--- config.mk ---
export PLATFORM = sky130hd
export DESIGN_NAME = srambank_arb_128x4x74
export DESIGN_NICKNAME = d
export VERILOG_FILES = /design/src/rtl/srambank_arb_pkg.sv /design/src/rtl/srambank_arb_128x4x74_rr_arb2.sv /design/src/rtl/srambank_arb_128x4x74.sv
export SDC_FILE = /design/constraint.sdc
export NUM_CORES = 1
export LEC_CHECK = 0
export BUFFER_PORTS_ARGS = -buffer_cell sky130_fd_sc_hd__buf_2
export CAP_MARGIN = 10
export CORE_AREA = 2 2 162 164
export DETAILED_ROUTE_END_ITERATION = 10
export DIE_AREA = 0 0 164 166
export PLACE_DENSITY = 0.36
export SETUP_SLACK_MARGIN = 0.05
export SLEW_MARGIN = 40
export SYNTH_ARGS = -nofsm -noshare
export SYNTH_HDL_FRONTEND = slang
export SYNTH_SLANG_ARGS = --single-unit
--- constraint.sdc ---
create_clock -name clk -period 1.4 [get_ports clk]
set_input_delay 0.28 -clock clk [delete_from_list [all_inputs] [get_ports clk]]
set_output_delay 0.28 -clock clk [all_outputs]
set_load 0.01 [all_outputs]
--- src/rtl/srambank_arb_pkg.sv ---
// Shared types and constants for the srambank_128x4x74 two-requester arbiter.
package srambank_arb_pkg;

    localparam int unsigned SRAMBANK_ADDR_W = 9;
    localparam int unsigned SRAMBANK_DATA_W = 74;

    typedef enum logic [0:0] {
        ST_INIT,
        ST_RUN
    } arb_state_e;

endpackage

--- src/rtl/srambank_arb_128x4x74_rr_arb2.sv ---
// Two-way round-robin arbiter: combinational one-hot grant, registered priority pointer.
module rr_arb2 (
    input  logic       clk,
    input  logic       reset,
    input  logic [1:0] valid,
    output logic [1:0] grant
);

    logic prio_q;

    always_comb begin
        grant = 2'b00;
        unique case (valid)
            2'b01:   grant = 2'b01;
            2'b10:   grant = 2'b10;
            2'b11:   grant = prio_q ? 2'b10 : 2'b01;
            default: grant = 2'b00;
        endcase
    end

    // After a grant, the other requester wins the next tie; idle cycles hold.
    always_ff @(posedge clk) begin
        if (reset) begin
            prio_q <= 1'b0;
        end else if (grant[0]) begin
            prio_q <= 1'b1;
        end else if (grant[1]) begin
            prio_q <= 1'b0;
        end
    end

endmodule

--- src/rtl/srambank_arb_128x4x74.sv ---
// Arbiter/sequencer for one srambank_128x4x74_6t122 bank shared by two requesters.
// Define SRAMBANK_ARB_INIT_EN to zero-fill the bank after every reset.
module srambank_arb_128x4x74
    import srambank_arb_pkg::*;
#(
    parameter int unsigned ADDR_W = SRAMBANK_ADDR_W,
    parameter int unsigned DATA_W = SRAMBANK_DATA_W,
    parameter int unsigned DEPTH  = 512
) (
    input  logic              clk,
    input  logic              reset,
    input  logic [1:0]        req_valid,
    output logic [1:0]        req_ready,
    input  logic [1:0]        req_write,
    input  logic [ADDR_W-1:0] req_addr0,
    input  logic [ADDR_W-1:0] req_addr1,
    input  logic [DATA_W-1:0] req_wdata0,
    input  logic [DATA_W-1:0] req_wdata1,
    output logic [1:0]        rsp_valid,
    output logic [DATA_W-1:0] rsp_data,
    output logic              init_done,
    output logic              sram_banksel,
    output logic              sram_read,
    output logic              sram_write,
    output logic [ADDR_W-1:0] sram_address,
    output logic [DATA_W-1:0] sram_wd,
    input  logic [DATA_W-1:0] sram_dataout
);

    if (DEPTH != (1 << ADDR_W)) begin : g_depth_check
        $error("DEPTH must equal 2**ADDR_W");
    end

    arb_state_e        state_q;
    logic              run;
    logic              init_active;
    logic [ADDR_W-1:0] init_addr;
    logic [1:0]        valid_run;
    logic [1:0]        grant;
    logic [1:0]        rsp_valid_q;

    // Gated by reset so every output sits at its idle value while reset is high.
    assign run       = (state_q == ST_RUN) && !reset;
    assign valid_run = run ? req_valid : 2'b00;

    rr_arb2 u_rr_arb2 (
        .clk   (clk),
        .reset (reset),
        .valid (valid_run),
        .grant (grant)
    );

`ifdef SRAMBANK_ARB_INIT_EN
    logic [ADDR_W-1:0] init_cnt_q;

    always_ff @(posedge clk) begin
        if (reset) begin
            state_q    <= ST_INIT;
            init_cnt_q <= '0;
        end else if (state_q == ST_INIT) begin
            init_cnt_q <= init_cnt_q + ADDR_W'(1);
            if (init_cnt_q == ADDR_W'(DEPTH - 1)) begin
                state_q <= ST_RUN;
            end
        end
    end

    assign init_active = (state_q == ST_INIT) && !reset;
    assign init_addr   = init_cnt_q;
`else
    always_ff @(posedge clk) begin
        state_q <= ST_RUN;
    end

    assign init_active = 1'b0;
    assign init_addr   = '0;
`endif

    always_comb begin
        sram_banksel = 1'b0;
        sram_read    = 1'b0;
        sram_write   = 1'b0;
        sram_address = '0;
        sram_wd      = '0;
        if (init_active) begin
            sram_banksel = 1'b1;
            sram_write   = 1'b1;
            sram_address = init_addr;
        end else if (grant[0]) begin
            sram_banksel = 1'b1;
            sram_write   = req_write[0];
            sram_read    = ~req_write[0];
            sram_address = req_addr0;
            sram_wd      = req_wdata0;
        end else if (grant[1]) begin
            sram_banksel = 1'b1;
            sram_write   = req_write[1];
            sram_read    = ~req_write[1];
            sram_address = req_addr1;
            sram_wd      = req_wdata1;
        end
    end

    always_ff @(posedge clk) begin
        if (reset) begin
            rsp_valid_q <= 2'b00;
        end else begin
            rsp_valid_q <= grant & ~req_write;
        end
    end

    assign req_ready = grant;
    assign init_done = run;
    assign rsp_valid = rsp_valid_q;
    assign rsp_data  = sram_dataout;

endmodule

# Word level (Yosys, flattened, before mapping)
# Index checks and enable logic that the tools add are counted.
# word_totals
in_bits,246
reg_bits,3
wordCells,26
out_inout_bits,165
# op_classes
muxes,15
reduce_logical,2
bitwise,4
n_eq_ne,3
# op_table
op,n
$mux W74,2
$mux W9,2
$mux W1,8
$pmux W2 S3,1
$eq A2 B2 Y1 const B,2
$mux W2,2
$and A2 B2 Y2,1
$eq A2 B1 Y1 const B,1
$not A1 Y1,2
$not A2 Y2,1
$reduce_bool A2 Y1,1
$logic_not A1 Y1,1

# Logic depth before layout (Yosys ltp)
# depth
word_depth,5
depth_mapped,6
depth_no_buf,3

# Hierarchy
# A second synthesis with hierarchy kept.
# unflattened
hier_cells,199
hier_area_um2,1684.1
# modules_own_cells
mod,seq_area_each_um2,area_each_um2,instances,cells_each
srambank_arb_128x4x74,40.0,1634.1,1,193
rr_arb2,20.0,50.0,1,6

# Worst setup path before layout
# Ideal clock, no wire load.
# synth_path
path_type,in2out
startpoint,input port req_valid[1]
endpoint,output port sram_address[0]
cell_stages,6
n_path_buf,3
setup_slack_ns,-0.016
required_time_ns,1.120
arrival_ns,1.136
cell_sequence,buf_2 > a21boi_2 > buf_4 > buf_6 > a32oi_1 > nor2_1
# synth_via
elab_chain_cells,5
elab_cells_between_ends,7
classes_between,eq/ne (3); mux (4)
# synth_rtl
item,line_no,text
from (decl),srambank_arb_128x4x74.sv:12,"input logic [1:0] req_valid,"
$mux W2 (*),srambank_arb_128x4x74.sv:44,assign valid_run = run ? req_valid : 2'b00;
$eq A2 B2 Y1 or $eq A2 B1 Y1 (tied branches),srambank_arb_128x4x74_rr_arb2.sv:13,unique case (valid)
$pmux W2 S3 (*),srambank_arb_128x4x74_rr_arb2.sv:13,
$mux W9,srambank_arb_128x4x74.sv:95,end else if (grant[1]) begin
$mux W9 (*),srambank_arb_128x4x74.sv:89,end else if (grant[0]) begin
to (decl),srambank_arb_128x4x74.sv:25,"output logic [ADDR_W-1:0] sram_address,"
# Mark *: on every way between the ends. The rest lies on a longest branch, timed or not.

# Worst setup path after layout
# layout_path
startpoint,register u_rr_arb2.prio_q
endpoint,output port sram_wd[13]
# layout_via
elab_chain_cells,4
# layout_rtl
item,line_no,text
from (decl),srambank_arb_128x4x74_rr_arb2.sv:9,logic prio_q;
from (signal assigned),srambank_arb_128x4x74_rr_arb2.sv:24,prio_q <= 1'b0;
from (signal assigned),srambank_arb_128x4x74_rr_arb2.sv:26,prio_q <= 1'b1;
from (signal assigned),srambank_arb_128x4x74_rr_arb2.sv:28,prio_q <= 1'b0;
$mux W2 (*),srambank_arb_128x4x74_rr_arb2.sv:16,2'b11: grant = prio_q ? 2'b10 : 2'b01;
$pmux W2 S3 (*),srambank_arb_128x4x74_rr_arb2.sv:13,
$mux W74,srambank_arb_128x4x74.sv:95,
$mux W74 (*),srambank_arb_128x4x74.sv:89,
to (decl),srambank_arb_128x4x74.sv:26,"output logic [DATA_W-1:0] sram_wd,"
# Marked as above.

==> qor.yml <==
synth:
  yosys-top-cells-area: "sky130_fd_sc_hd__a32oi_1 37%, sky130_fd_sc_hd__buf_4 28%, sky130_fd_sc_hd__nor2_1 17%"
  synth_top_cells_by_count: "88 x sky130_fd_sc_hd__nor2_1, 84 x sky130_fd_sc_hd__a32oi_1, 75 x sky130_fd_sc_hd__buf_4"
  post_synth_instance_area_sq_mm: 0.00198
  ys_seq_area_share_pct: 3.03
  synth_area_per_cell_sq_um: 6.66
  number_of_enable_flip_flop_cells_after_synthesis: 0
  yosys.cell_count.top_type: "sky130_fd_sc_hd__nor2_1"
  synthCells: 298
  synth_top_area_share_pct: 37.1
  async_s_r_ff_share_synth_pct: 0
  synth-warning-count: 0
  synth_top_area_cell: "sky130_fd_sc_hd__a32oi_1"
  post_synth_num_cell_types: 14
  synthFlopType: "sky130_fd_sc_hd__dfxtp_1"
  yosys_register_bits: 3
  mappedNetlistNets: 544
power_and_ir_drop:
  totalPowerFinal_uw: 1900
  worst_ir_drop_vdd_mv: 0.272
  cellLeakagePower_uw: 0.00193
  powerDensity_mw_per_mm2: 484
floorplan:
  die_height_um: 166
  pin_count: 411
  std_cell_rows: 59
  die-width_um: 164
  core_area_sq_mm: 0.0256
  floorplan.die_area_sq_mm: 0.0272
  start_util_pct: 7.75
drt:
  drt.antenna.violating_nets: 0
  drtIter0Drc: 133
  routed_wirelength_um: 12900
  num_vias: 3096
  routed_wire_length_per_instance_um: 15.5
  detail_route.first_pass.iterations: 4
  drc: 0
  route.detailed.vias_per_inst: 3.72
grt:
  grt_util_all_layers_pct: 7.75
  globalRouteOverflowTotal: 0
  first_global_vias: 2968
  grt_start_max_net_pins: 45
  first_pass_grt_wire_length_um: 16300
  antenna_found_initial: 0
finish:
  layout-drive-gt1-share_pct: 66.2
  fin_cells: 832
  antenna_diode_instance_count: 0
  post_synthesis_to_final_layout_area_growth_pct: 98.0
  final_net_count: 744
placement:
  placed_cells_incl_taps: 809
  post-dp-hpwl_um: 8660
  place_congestion: 0.709
  port_buffers: 262
  dp_slack_ns: -0.379
setup_path:
  crit_end: "sram_wd[13]"
  criticalPathCategory: "flip-flop to primary output"
  worst-path-max-fanout: 5
  timing.critical_path.from: "u_rr_arb2.prio_q"
  type_of_element_launching_the_critical_path: "flip-flop"
  setup.worst_path.end_class: "primary output"
  required_ns: 1.12
  reg2reg_depth: 7
  startpoint_of_the_most_critical_register_to_register_path: "u_rr_arb2.prio_q"
  reg2reg_slack_ns: 0.11
  r2r-end: "rsp_valid[0]"
  endpoint_arrival_time_on_the_critical_path_ns: 1.55
timing:
  worst-slew-pin-transition_ns: 0.235
  clock-skew-final_ns: 0.00458
  relSlewSlack_pct: 84.3
  drv_slew: 0
  timing.final.ws_setup_ns: -0.431
  rsz0062_at_grt: "true"
  finalHoldViolCount: 0
  timing.final.setup_violations: 87
  fmax_mhz: 546
  post_route_fraction_of_the_period_consumed_by_the_critical_path_pct: 131
  fin_crit_ns: 1.83
clock_network:
  clk_lat_worst_skew_ns: 0.22
  num_clock_sinks: 3
  clock-root-buffer: "sky130_fd_sc_hd__clkbuf_16"
  cts_tree: "done"
  worst_setup_hold_path_clk_slew_ns: 0.03
  htreeDepth: 1
  cts_inserted_buffers: 3
  cts_buffer_depth: 2
run_status:
  run_status: "finished with violations"
  violated_checks: "negative setup slack"
flow_run:
  maxCapViolations: 0
min_path:
  min-delay-path-class: "input pin to flip-flop"
[routing by layer]
metal / routed length [um] / global-route usage (%) / share of wire (%)
met3: 865 / 1.02 / 6.7
met1: 4800 / 7.84 / 37
met5: 0 / 0 / 0
met4: 395 / 3.36 / 3.1
met2: 6830 / 15.5 / 53
[where the power goes]
part | switching [uW] | internal [uW]
Combinational | 648 | 700
Clock | 82.4 | 376
Sequential | 3.09 | 90.9
Total | 733 | 1170
[sequential cells by signal, indices dropped and copies added (netlist names)]
| register | cells |
|---|---|
| u_rr_arb2.prio_q | 1 |
| rsp_valid | 2 |
[placed cells by master, fill, tap and decap left out]
cell type	Yosys	final
sky130_fd_sc_hd__clkbuf_1	12	1
sky130_fd_sc_hd__nand2b_4	0	1
sky130_fd_sc_hd__nand2b_1	2	1
sky130_fd_sc_hd__a32oi_2	0	7
sky130_fd_sc_hd__buf_12	0	9
sky130_fd_sc_hd__buf_6	10	10
sky130_fd_sc_hd__buf_8	0	5
sky130_fd_sc_hd__nand2_8	0	1
sky130_fd_sc_hd__o32ai_4	0	1
sky130_fd_sc_hd__inv_1	2	1
sky130_fd_sc_hd__a32oi_4	0	2
sky130_fd_sc_hd__nor2_1	88	86
sky130_fd_sc_hd__dfxtp_1	3	2
sky130_fd_sc_hd__a21oi_1	1	1
sky130_fd_sc_hd__buf_2	16	258
sky130_fd_sc_hd__buf_16	0	4
sky130_fd_sc_hd__nor3_1	1	1
sky130_fd_sc_hd__bufbuf_16	0	3
sky130_fd_sc_hd__nor2_4	0	2
sky130_fd_sc_hd__a32oi_1	84	75
sky130_fd_sc_hd__clkinv_4	0	1
sky130_fd_sc_hd__nand2_4	0	1
sky130_fd_sc_hd__clkbuf_16	0	7
sky130_fd_sc_hd__dfxtp_2	0	1
sky130_fd_sc_hd__buf_4	75	15
sky130_fd_sc_hd__a21boi_4	0	1
[layout make-up]
type | count | area, sq um
well taps | 335 | 419
clock buffers | 4 | 78.8
flip-flops and latches | 3 | 61.3
inverters | 2 | 12.5
multi-input cells | 180 | 1280
fillers | 2949 | 21700
repair buffers | 308 | 2080
[how the worst min path moves through the flow]
stage                startpoint          endpoint  cells after the start
2_1_floorplan      req_write[0]      rsp_valid[0]                      1
3_3_place_gp   u_rr_arb2.prio_q  u_rr_arb2.prio_q                      2
3_5_place_dp   u_rr_arb2.prio_q  u_rr_arb2.prio_q                      2
4_1_cts            req_write[0]      rsp_valid[0]                      2
6_report           req_write[0]      rsp_valid[0]                      2
5_1_grt            req_write[0]      rsp_valid[0]                      2
[cells by family (layout without fill, tap and decap cells)]
| kind of cell | Yosys count | count (layout) | synth area share, % |
|---|---|---|---|
| AOI/OAI and AO/OA | 87 | 87 | 38.3 |
| buffers and inverters | 115 | 314 | 40.7 |
| DFF | 3 | 3 | 3.03 |
| and+or+nand+nor | 93 | 93 | 17.9 |
[repair_timing]
item | 4_1_cts | 5_1_grt
pin swaps | 4 | 8
setup buffers | 5 | 5
gates cloned | 5 | 5
hold buffers | 0 | 0
setup endpoints to repair | 88 | 87
resized for setup | 23 | 27
[critical path, stage by stage, from the launching register on]
cell and delay, ns:
sky130_fd_sc_hd__dfxtp_2 0.33, sky130_fd_sc_hd__buf_6 0.11, sky130_fd_sc_hd__a21boi_4 0.19, sky130_fd_sc_hd__buf_6 0.13
sky130_fd_sc_hd__clkbuf_16 0.16, sky130_fd_sc_hd__buf_4 0.11, sky130_fd_sc_hd__a32oi_2 0.05, sky130_fd_sc_hd__nor2_1 0.10
sky130_fd_sc_hd__buf_2 0.14
[stage by stage]
stage                     utilization, %  TNS (ns)  cell area [sq um]  hold WS, ns
after detailed placement            12.7    -20.81               3250        0.494
after floorplan                        -         0               2000        0.352
after CTS                           14.2    -34.62               3640        0.272
after global routing                15.3    -40.75               3930        0.310
final                               15.3    -33.21               3930        0.301
after global placement              12.7    -19.20               3250        0.493
No activity file was read; power rests on OpenSTA's default activity.
